## config.mk

```make
export PLATFORM = sky130hd
export DESIGN_NAME = seg_scan_ctrl
export DESIGN_NICKNAME = d
export VERILOG_FILES = /design/src/rtl/seg_scan_ctrl.sv
export SDC_FILE = /design/constraint.sdc
export NUM_CORES = 1
export LEC_CHECK = 0
export BUFFER_PORTS_ARGS = -buffer_cell sky130_fd_sc_hd__buf_2
export CAP_MARGIN = 20
export CORE_UTILIZATION = 45
export DETAILED_ROUTE_END_ITERATION = 8
export HOLD_SLACK_MARGIN = 0.03
export PLACE_DENSITY_LB_ADDON = 0.15
export SLEW_MARGIN = 10
export SYNTH_ARGS = -nofsm -noshare
export SYNTH_HDL_FRONTEND = slang
export SYNTH_SLANG_ARGS = --single-unit
```

## constraint.sdc

```tcl
create_clock -name clk -period 3.8 [get_ports clk]
set_input_delay 0.38 -clock clk [delete_from_list [all_inputs] [get_ports clk]]
set_output_delay 0.38 -clock clk [all_outputs]
set_load 0.02 [all_outputs]
```

## src/rtl/seg_scan_ctrl.sv

```systemverilog
// seg_scan_ctrl: eight-digit multiplexed seven-segment scanner with
// per-frame snapshot of a selected CPU value.
//
// Ports:
//   clk, rst        - clock, synchronous active-high reset
//   sw              - display source select
//   freeze          - hold the current snapshot at the frame load point
//   op, a, b,
//   result, instr   - candidate display sources
//   led             - segments {g,f,e,d,c,b,a}, active-low, registered
//   en              - digit anodes, active-low, registered
//   frame_tick      - one-cycle pulse after each snapshot load
module seg_scan_ctrl #(
    parameter int SCAN_DIV  = 100000,
    parameter int BLANK_CYC = 16
) (
    input  logic        clk,
    input  logic        rst,
    input  logic [3:0]  sw,
    input  logic        freeze,
    input  logic [5:0]  op,
    input  logic [31:0] a,
    input  logic [31:0] b,
    input  logic [31:0] result,
    input  logic [31:0] instr,
    output logic [6:0]  led,
    output logic [7:0]  en,
    output logic        frame_tick
);

    localparam int CW = (SCAN_DIV > 2) ? $clog2(SCAN_DIV) : 2;
    localparam logic [CW-1:0] BLANK_LAST = CW'(BLANK_CYC - 1);
    localparam logic [CW-1:0] SLOT_LAST  = CW'(SCAN_DIV - 1);

    typedef enum logic {
        BLANK,
        SHOW
    } state_e;

    state_e        state_q, state_d;
    logic [2:0]    digit_q, digit_d;
    logic [CW-1:0] cnt_q, cnt_d;
    logic [31:0]   snap_q, snap_d;
    logic [7:0]    en_q, en_d;
    logic [6:0]    led_q, led_d;
    logic          tick_q;
    logic          load;
    logic [31:0]   src;
    logic [3:0]    nib;

    function automatic logic [6:0] seg7(input logic [3:0] h);
        logic [6:0] s;
        case (h)
            4'h0:    s = 7'h40;
            4'h1:    s = 7'h79;
            4'h2:    s = 7'h24;
            4'h3:    s = 7'h30;
            4'h4:    s = 7'h19;
            4'h5:    s = 7'h12;
            4'h6:    s = 7'h02;
            4'h7:    s = 7'h78;
            4'h8:    s = 7'h00;
            4'h9:    s = 7'h10;
            4'hA:    s = 7'h08;
            4'hB:    s = 7'h03;
            4'hC:    s = 7'h46;
            4'hD:    s = 7'h21;
            4'hE:    s = 7'h06;
            default: s = 7'h0E;
        endcase
        return s;
    endfunction

    always_comb begin
        case (sw)
            4'b0100: src = instr;
            4'b0000: src = {26'b0, op};
            4'b0001: src = a;
            4'b0010: src = b;
            4'b0011: src = result;
            default: src = 32'h0;
        endcase
    end

    assign nib = snap_q[{digit_q, 2'b00} +: 4];

    // Slot counter runs 0..SCAN_DIV-1 across BLANK then SHOW, so the
    // slot period is fixed regardless of the blank/show split.
    always_comb begin
        state_d = state_q;
        digit_d = digit_q;
        cnt_d   = cnt_q + 1'b1;
        snap_d  = snap_q;
        load    = 1'b0;
        en_d    = 8'hFF;
        led_d   = 7'h7F;
        case (state_q)
            BLANK: begin
                load = (cnt_q == '0) && (digit_q == 3'd0) && !freeze;
                if (cnt_q == BLANK_LAST) begin
                    state_d = SHOW;
                end
            end
            SHOW: begin
                en_d  = ~(8'h01 << digit_q);
                led_d = seg7(nib);
                if (cnt_q == SLOT_LAST) begin
                    state_d = BLANK;
                    cnt_d   = '0;
                    digit_d = digit_q + 3'd1;
                end
            end
            default: state_d = BLANK;
        endcase
        if (load) begin
            snap_d = src;
        end
    end

    // Outputs are registered from the current state, giving a fixed
    // one-cycle lag shared by en and led.
    always_ff @(posedge clk) begin
        if (rst) begin
            state_q <= BLANK;
            digit_q <= 3'd0;
            cnt_q   <= '0;
            snap_q  <= 32'h0;
            en_q    <= 8'hFF;
            led_q   <= 7'h7F;
            tick_q  <= 1'b0;
        end else begin
            state_q <= state_d;
            digit_q <= digit_d;
            cnt_q   <= cnt_d;
            snap_q  <= snap_d;
            en_q    <= en_d;
            led_q   <= led_d;
            tick_q  <= load;
        end
    end

    assign en         = en_q;
    assign led        = led_q;
    assign frame_tick = tick_q;

endmodule

```

==> results.md, run 1 <==
- HP Class: input pin to flop
- Synth Cell Area: 0.00399 mm2
- Crit Path Class: flop to flop
- Design Area, Final: 0.00498 mm2
- FF-to-FF End: led[0]
- Worst reg2reg setup slack: 1.18 ns
- Post-CTS resize count: 0
- Setup TNS: 0 ns
- VDD IR max: 0.136 mV
- DP Worst Slack: 1.27 ns
- Hold WS: 0.468 ns
- Worst setup SP type: flop
- Clock Latency Late Sink: 0.35 ns
- Routed WL per cell: 15.1 um
- First-pass GRT wire length: 17,000 um
- Inst Count DP: 686
- Clk buf depth: 2
- Number of buffers added on ports: 156
- RR Startpoint: digit_q[1]
- CTS Hold Bufs: 0
- Status: completed
- Top cells by count, synth: 69 x dfxtp_1, 67 x nor2_1, 56 x a22oi_1
- Post-synthesis cell type count: 45
- Cell Count, Final, Fillers Out: 701
- # DRC: 0
- Total congestion overflow: 0
- Final worst slack: 1.18 ns
- Cts bufs inserted: 9
- Power, Total: 1.60 mW
- Yosys top cell by area: dfxtp_1
- Row count: 33
- YS warnings: 0
- Routed Antenna Nets: 0
- Unrepaired setup endpoints after global routing: false
- Async SR Flop Fraction: 0%
- CP Max Fanout: 14
- Fill count: 763
- Static Leakage: 2.13 nW
- Clock skew: 0.0119 ns
- Fin crit share: 69.0%
- Syn avg cell area: 8.73 um2
- Clock-pin slew on the worst setup and hold paths: 0.07 ns
- Starting density of the core: 47.6%
- Core area: 0.00838 mm2
- HPWL Detailed: 8270 um
- Nets: 746
- Pin count of the biggest net entering global routing: 42
- Setup repair bufs after CTS: 0
- Worst slew margin: 34.9%
- Number of max-cap violations: 0
- Max stage delay on crit path: 0.62 ns
- Slew of the pin with the lowest slew margin: 0.973 ns
- Worst R2R Path Depth: 7
- Antenna cells: 0
- TritonCTS clock tree: done
- Via density: 5.45
- Worst setup EP type: flop
- Die area: 0.00924 mm2
- Root Driver: clkbuf_8
- Final Hold Vio Count: 0
- Post-synth top flop: dfxtp_1
- Pwr/cell area: 321 mW/mm2
- CTS sink cnt: 69
- Final Routed Wirelength: 10,600 um
- Final Core Density: 59.4%
- Post-DP Area: 0.00477 mm2
- Slowest-stage cell, CP: dfxtp_1
- Sequential cell area fraction in the yosys report: 34.6%
- Most frequent cell after synthesis: dfxtp_1
- Post-synth net total: 611
- FF+latch count, synth: 69
- Layout cells sized above 1: 32.4%
- Routed via count: 3,820
- Number of setup violations in the final report: 0
- Total track usage: 24.1%
- DIE HEIGHT: 96.1 um
- Worst path arrival time: 2.84 ns
- Post-layout min period: 2.62 ns
- Vias in the first global route: 3,549
- Top cell type's share of synthesized area: 34.6%
- 1st-iter DRT viols: 145
- Synth area leaders: dfxtp_1 35%, mux2i_1 11%, a22oi_1 11%, nor2_1 6.3%, o22ai_1 4.2%
- Number of synthesized flops with an enable pin: 0
- Syn Inst Count: 457
- Max-slew violations: 0
- Fmax: 0.381 GHz
- Required time of the critical path: 4.02 ns
- Placer congestion estimate: 0.836
- Die width: 96.1 um
- Io pins: 157
- Crit path launch: digit_q[1]
- CP cell instances: mux4_2, mux2i_1, inv_1, ha_1, a2111oi_0, a31o_1, a31oi_1
- Critical Path End: led[0]
- Area delta synth->final: 24.9%
- Initial antenna violation count: 0
- H-Tree Depth: 3
- TritonRoute pass-1 iters: 5
[worst min-delay path by stage]
stage,start,end,slack (ns),cells after the start
final,a[23],snap_q[23],0.47,5
after CTS,a[23],snap_q[23],0.46,5
after floorplan,snap_q[0],snap_q[0],0.43,2
after global placement,cnt_q[0],cnt_q[0],0.46,1
after global routing,snap_q[2],snap_q[2],0.50,2
after detailed placement,snap_q[2],snap_q[2],0.47,2
[power breakdown]
group | internal [mW] | switching, mW
Sequential | 0.730 | 0.00587
Combinational | 0.107 | 0.111
Clock | 0.383 | 0.262
Total | 1.22 | 0.379
[layer usage]
layer	part of all wire [%]	wire length, um	track usage [%]	up-vias
li1	-	-	-	1935
met1	46	4860	31.3	1742
met2	48	5040	39.3	128
met3	4.8	513	3.48	15
met4	1.8	195	10.8	0
met5	0	0	0	-
[critical path: cells and delay by family, from the launching register on]
| kind | cells | cell delay (ns) |
|---|---|---|
| buffers and inverters | 1 | 0.16 |
| AOI/OAI and AO/OA | 3 | 0.65 |
| muxes | 2 | 0.79 |
| adders and majority gates | 1 | 0.27 |
| DFF | 1 | 0.62 |
[logic make-up after synthesis]
kind of cell,synth area share [%]
simple gates,16.0
xor+xnor,3.51
compound gates,20.1
buf+inv,5.49
fa+ha+maj,4.08
mux,16.1
flops,34.6
[cell type report]
type | count | area (um2) | area share (%)
Inverter | 12 | 45.0 | 0.904
Sequential cell | 69 | 1380 | 27.7
Tap cell | 105 | 131 | 2.64
Clock buffer | 11 | 141 | 2.84
Timing Repair Buffer | 161 | 818 | 16.4
Multi-Input combinational cell | 339 | 2390 | 48.0
Clock inverter | 4 | 72.6 | 1.46
[state kept, by name, indices dropped and copies added (netlist names)]
register / flops
snap_q: 32
cnt_q: 17
en: 8
led: 7
digit_q: 3
frame_tick: 1
state_q: 1
[placed cells by master, fill, tap and decap left out, types with 4 or more instances in the layout]
cell type,netlist,final
a21oi_1,12,12
a22oi_1,56,56
buf_2,12,156
buf_4,1,5
clkbuf_8,0,10
dfxtp_1,69,69
ha_1,13,13
inv_1,12,12
mux2i_1,44,44
nand2_1,28,28
nand3_1,11,11
nand4_1,4,4
nor2_1,67,67
o21ai_0,9,9
o22ai_1,27,27
or2_2,8,8
xnor2_1,9,9
xor2_1,7,7
Note: power is estimated with default switching activity, not from simulation.
==> run 2: changes to the inputs <==
Clock period 3.8 ns to 2.6 ns, I/O delays scaled along.
==> results.md, run 2 (same netlist as run 1, synthesis figures left out) <==
- Nets: 749 (was 746)
- Row count: 33 (unchanged)
- Worst reg2reg setup slack: 0.17 ns (was 1.18 ns)
- Required time of the critical path: 2.79 ns (was 4.02 ns)
- H-Tree Depth: 3 (unchanged)
- Biggest register: snap_q (unchanged)
- Routed via count: 3,885 (was 3,820)
- Post-layout min period: 2.43 ns (was 2.62 ns)
- Antenna cells: 0 (unchanged)
- DP Worst Slack: 0.185 ns (was 1.27 ns)
- Final Hold Vio Count: 0 (unchanged)
- Max stage delay on crit path: 0.60 ns (was 0.62 ns)
- Slowest-stage cell, CP: mux4_1 (was dfxtp_1)
- Core area: 0.00838 mm2 (unchanged)
- Pwr/cell area: 445 mW/mm2 (was 321 mW/mm2)
- CTS Hold Bufs: 0 (unchanged)
- Critical Path Stages: 5 (was 7)
- DIE HEIGHT: 96.1 um (unchanged)
- Post-CTS resize count: 0 (unchanged)
- 1st-iter DRT viols: 144 (was 145)
- Max-slew violations: 0 (unchanged)
- Switch Pwr: 0.541 mW (was 0.379 mW)
- Worst slew margin: 53.1% (was 34.9%)
- Hold Path Sink: snap_q[7] (was snap_q[23])
- Starting density of the core: 47.6% (unchanged)
- Status: completed (unchanged)
- Vias in the first global route: 3,575 (was 3,549)
- Hold WS: 0.345 ns (was 0.468 ns)
- Routed Antenna Nets: 0 (unchanged)
- Die area: 0.00924 mm2 (unchanged)
- CP Max Fanout: 8 (was 14)
- HP Class: input pin to flop (unchanged)
- Number of buffers added on ports: 156 (unchanged)
- Die width: 96.1 um (unchanged)
- Hold path start: a[7] (was a[23])
- Initial antenna violation count: 0 (unchanged)
- Clock-pin slew on the worst setup and hold paths: 0.07 ns (about the same)
- Via density: 5.51 (was 5.45)
- Setup repair bufs after CTS: 0 (unchanged)
- Number of setup violations in the final report: 0 (unchanged)
- Clk buf depth: 2 (unchanged)
- Internal power: 1.68 mW (was 1.22 mW)
- Placer congestion estimate: 0.846 (was 0.836)
- Crit Path Class: flop to flop (unchanged)
- First-pass GRT wire length: 16,800 um (was 17,000 um)
- Layout cells sized above 1: 32.5% (was 32.4%)
- Final Routed Wirelength: 10,500 um (was 10,600 um)
- Total track usage: 23.7% (was 24.1%)
- Fmax: 0.412 GHz (was 0.381 GHz)
- Static Leakage: 2.14 nW (was 2.13 nW)
- Io pins: 157 (unchanged)
- VDD IR max: 0.201 mV (was 0.136 mV)
- Pin count of the biggest net entering global routing: 42 (unchanged)
- Worst R2R Path Depth: 5 (was 7)
- Clock skew: 0.00403 ns (was 0.0119 ns)
- CP delay by family, top: multiplexers (unchanged)
- Routed WL per cell: 14.9 um (was 15.1 um)
- # DRC: 0 (unchanged)
- Final worst slack: 0.170 ns (was 1.18 ns)
- Gate power share: 14.4% (was 13.7%)
- Clock power frac: 37.1% (was 40.3%)
- Fin crit share: 93.5% (was 69.0%)
- Worst setup SP type: flop (unchanged)
- TritonRoute pass-1 iters: 5 (unchanged)
- Sequential share of power: 48.5% (was 46.0%)
- Clock Latency Late Sink: 0.34 ns (was 0.35 ns)
- CP cell instances: mux4_1, mux2_2, ha_1, a2111oi_0, a31oi_1 (was mux4_2, mux2i_1, inv_1, ha_1, a2111oi_0, a31o_1, a31oi_1)
- Most frequent cells in the layout: 156 x buf_2, 69 x dfxtp_1, 67 x nor2_1 (unchanged)
- Slew of the pin with the lowest slew margin: 0.702 ns (was 0.973 ns)
- HPWL Detailed: 8380 um (was 8270 um)
- Area delta synth->final: 24.9% (about the same)
- WHS Path Cells: 5 (unchanged)
- Root Driver: clkbuf_8 (unchanged)
- Buffers & Inverters on Critical Path: 0 (was 1)
- Commonest non-fill, non-tap cell in the layout: buf_2 (unchanged)
- TritonCTS clock tree: done (unchanged)
- Setup TNS: 0 ns (unchanged)
- CTS sink cnt: 69 (unchanged)
- Cts bufs inserted: 9 (unchanged)
- Switching Share: 24.4% (was 23.7%)
- Number of max-cap violations: 0 (unchanged)
- Worst path arrival time: 2.62 ns (was 2.84 ns)
- Worst setup EP type: flop (unchanged)
- RR Startpoint: digit_q[0] (was digit_q[1])
- Unrepaired setup endpoints after global routing: false (unchanged)
- FF-to-FF End: led[3] (was led[0])
- Max reg flops: 32 (unchanged)
- Total congestion overflow: 0 (unchanged)
## run 2: layer usage
metal	track usage [%]	part of all wire (%)	vias to the layer above
li1	-	-	1944
met3	4.19	5.8	22
met2	37.5	47	144
met1	31.1	44	1775
met4	11.3	2.8	0
met5	0	0	-
## run 2: worst register-to-register path, stage by stage (launching register included)
cell and delay (ns):
dfxtp_1 0.56, mux4_1 0.60, mux2_2 0.33, ha_1 0.25, a2111oi_0 0.46, a31oi_1 0.08
## run 2: worst max-delay path by stage
stage | startpoint | end | slack, ns
after floorplan | digit_q[0] | led[3] | 0.29
after global placement | digit_q[0] | led[3] | 0.32
after detailed placement | digit_q[0] | led[3] | 0.18
after CTS | digit_q[0] | led[3] | 0.17
after global routing | digit_q[0] | led[3] | 0.009
final | digit_q[0] | led[3] | 0.17
## run 2: layout make-up
| class | count | area, um2 |
|---|---|---|
| Inverter | 12 | 45.0 |
| Multi-Input combinational cell | 339 | 2390 |
| Clock buffer | 16 | 190 |
| Sequential cell | 69 | 1380 |
| Fill cell | 782 | 3400 |
| Tap cell | 105 | 131 |
| Timing Repair Buffer | 164 | 841 |
## run 2: through the flow
step / total power [mW] / utilization [%] / std cells / instance area (um2)
floorplan: 1.28 / - / 457 / 3990
global placement: 1.41 / 57.2 / 689 / 4790
detailed placement: 1.42 / 57.2 / 689 / 4790
CTS: 2.23 / 59.4 / 705 / 4980
global route: 2.32 / 59.4 / 705 / 4980
finish: 2.22 / 59.4 / 705 / 4980
## run 2: power by group through the flow
stage	logic [mW]	clock network [mW]	registers, mW
3_5_place_dp	0.319	0	1.10
3_3_place_gp	0.312	0	1.10
4_1_cts	0.320	0.839	1.08
2_1_floorplan	0.178	0	1.10
5_1_grt	0.354	0.890	1.08
6_report	0.319	0.823	1.08
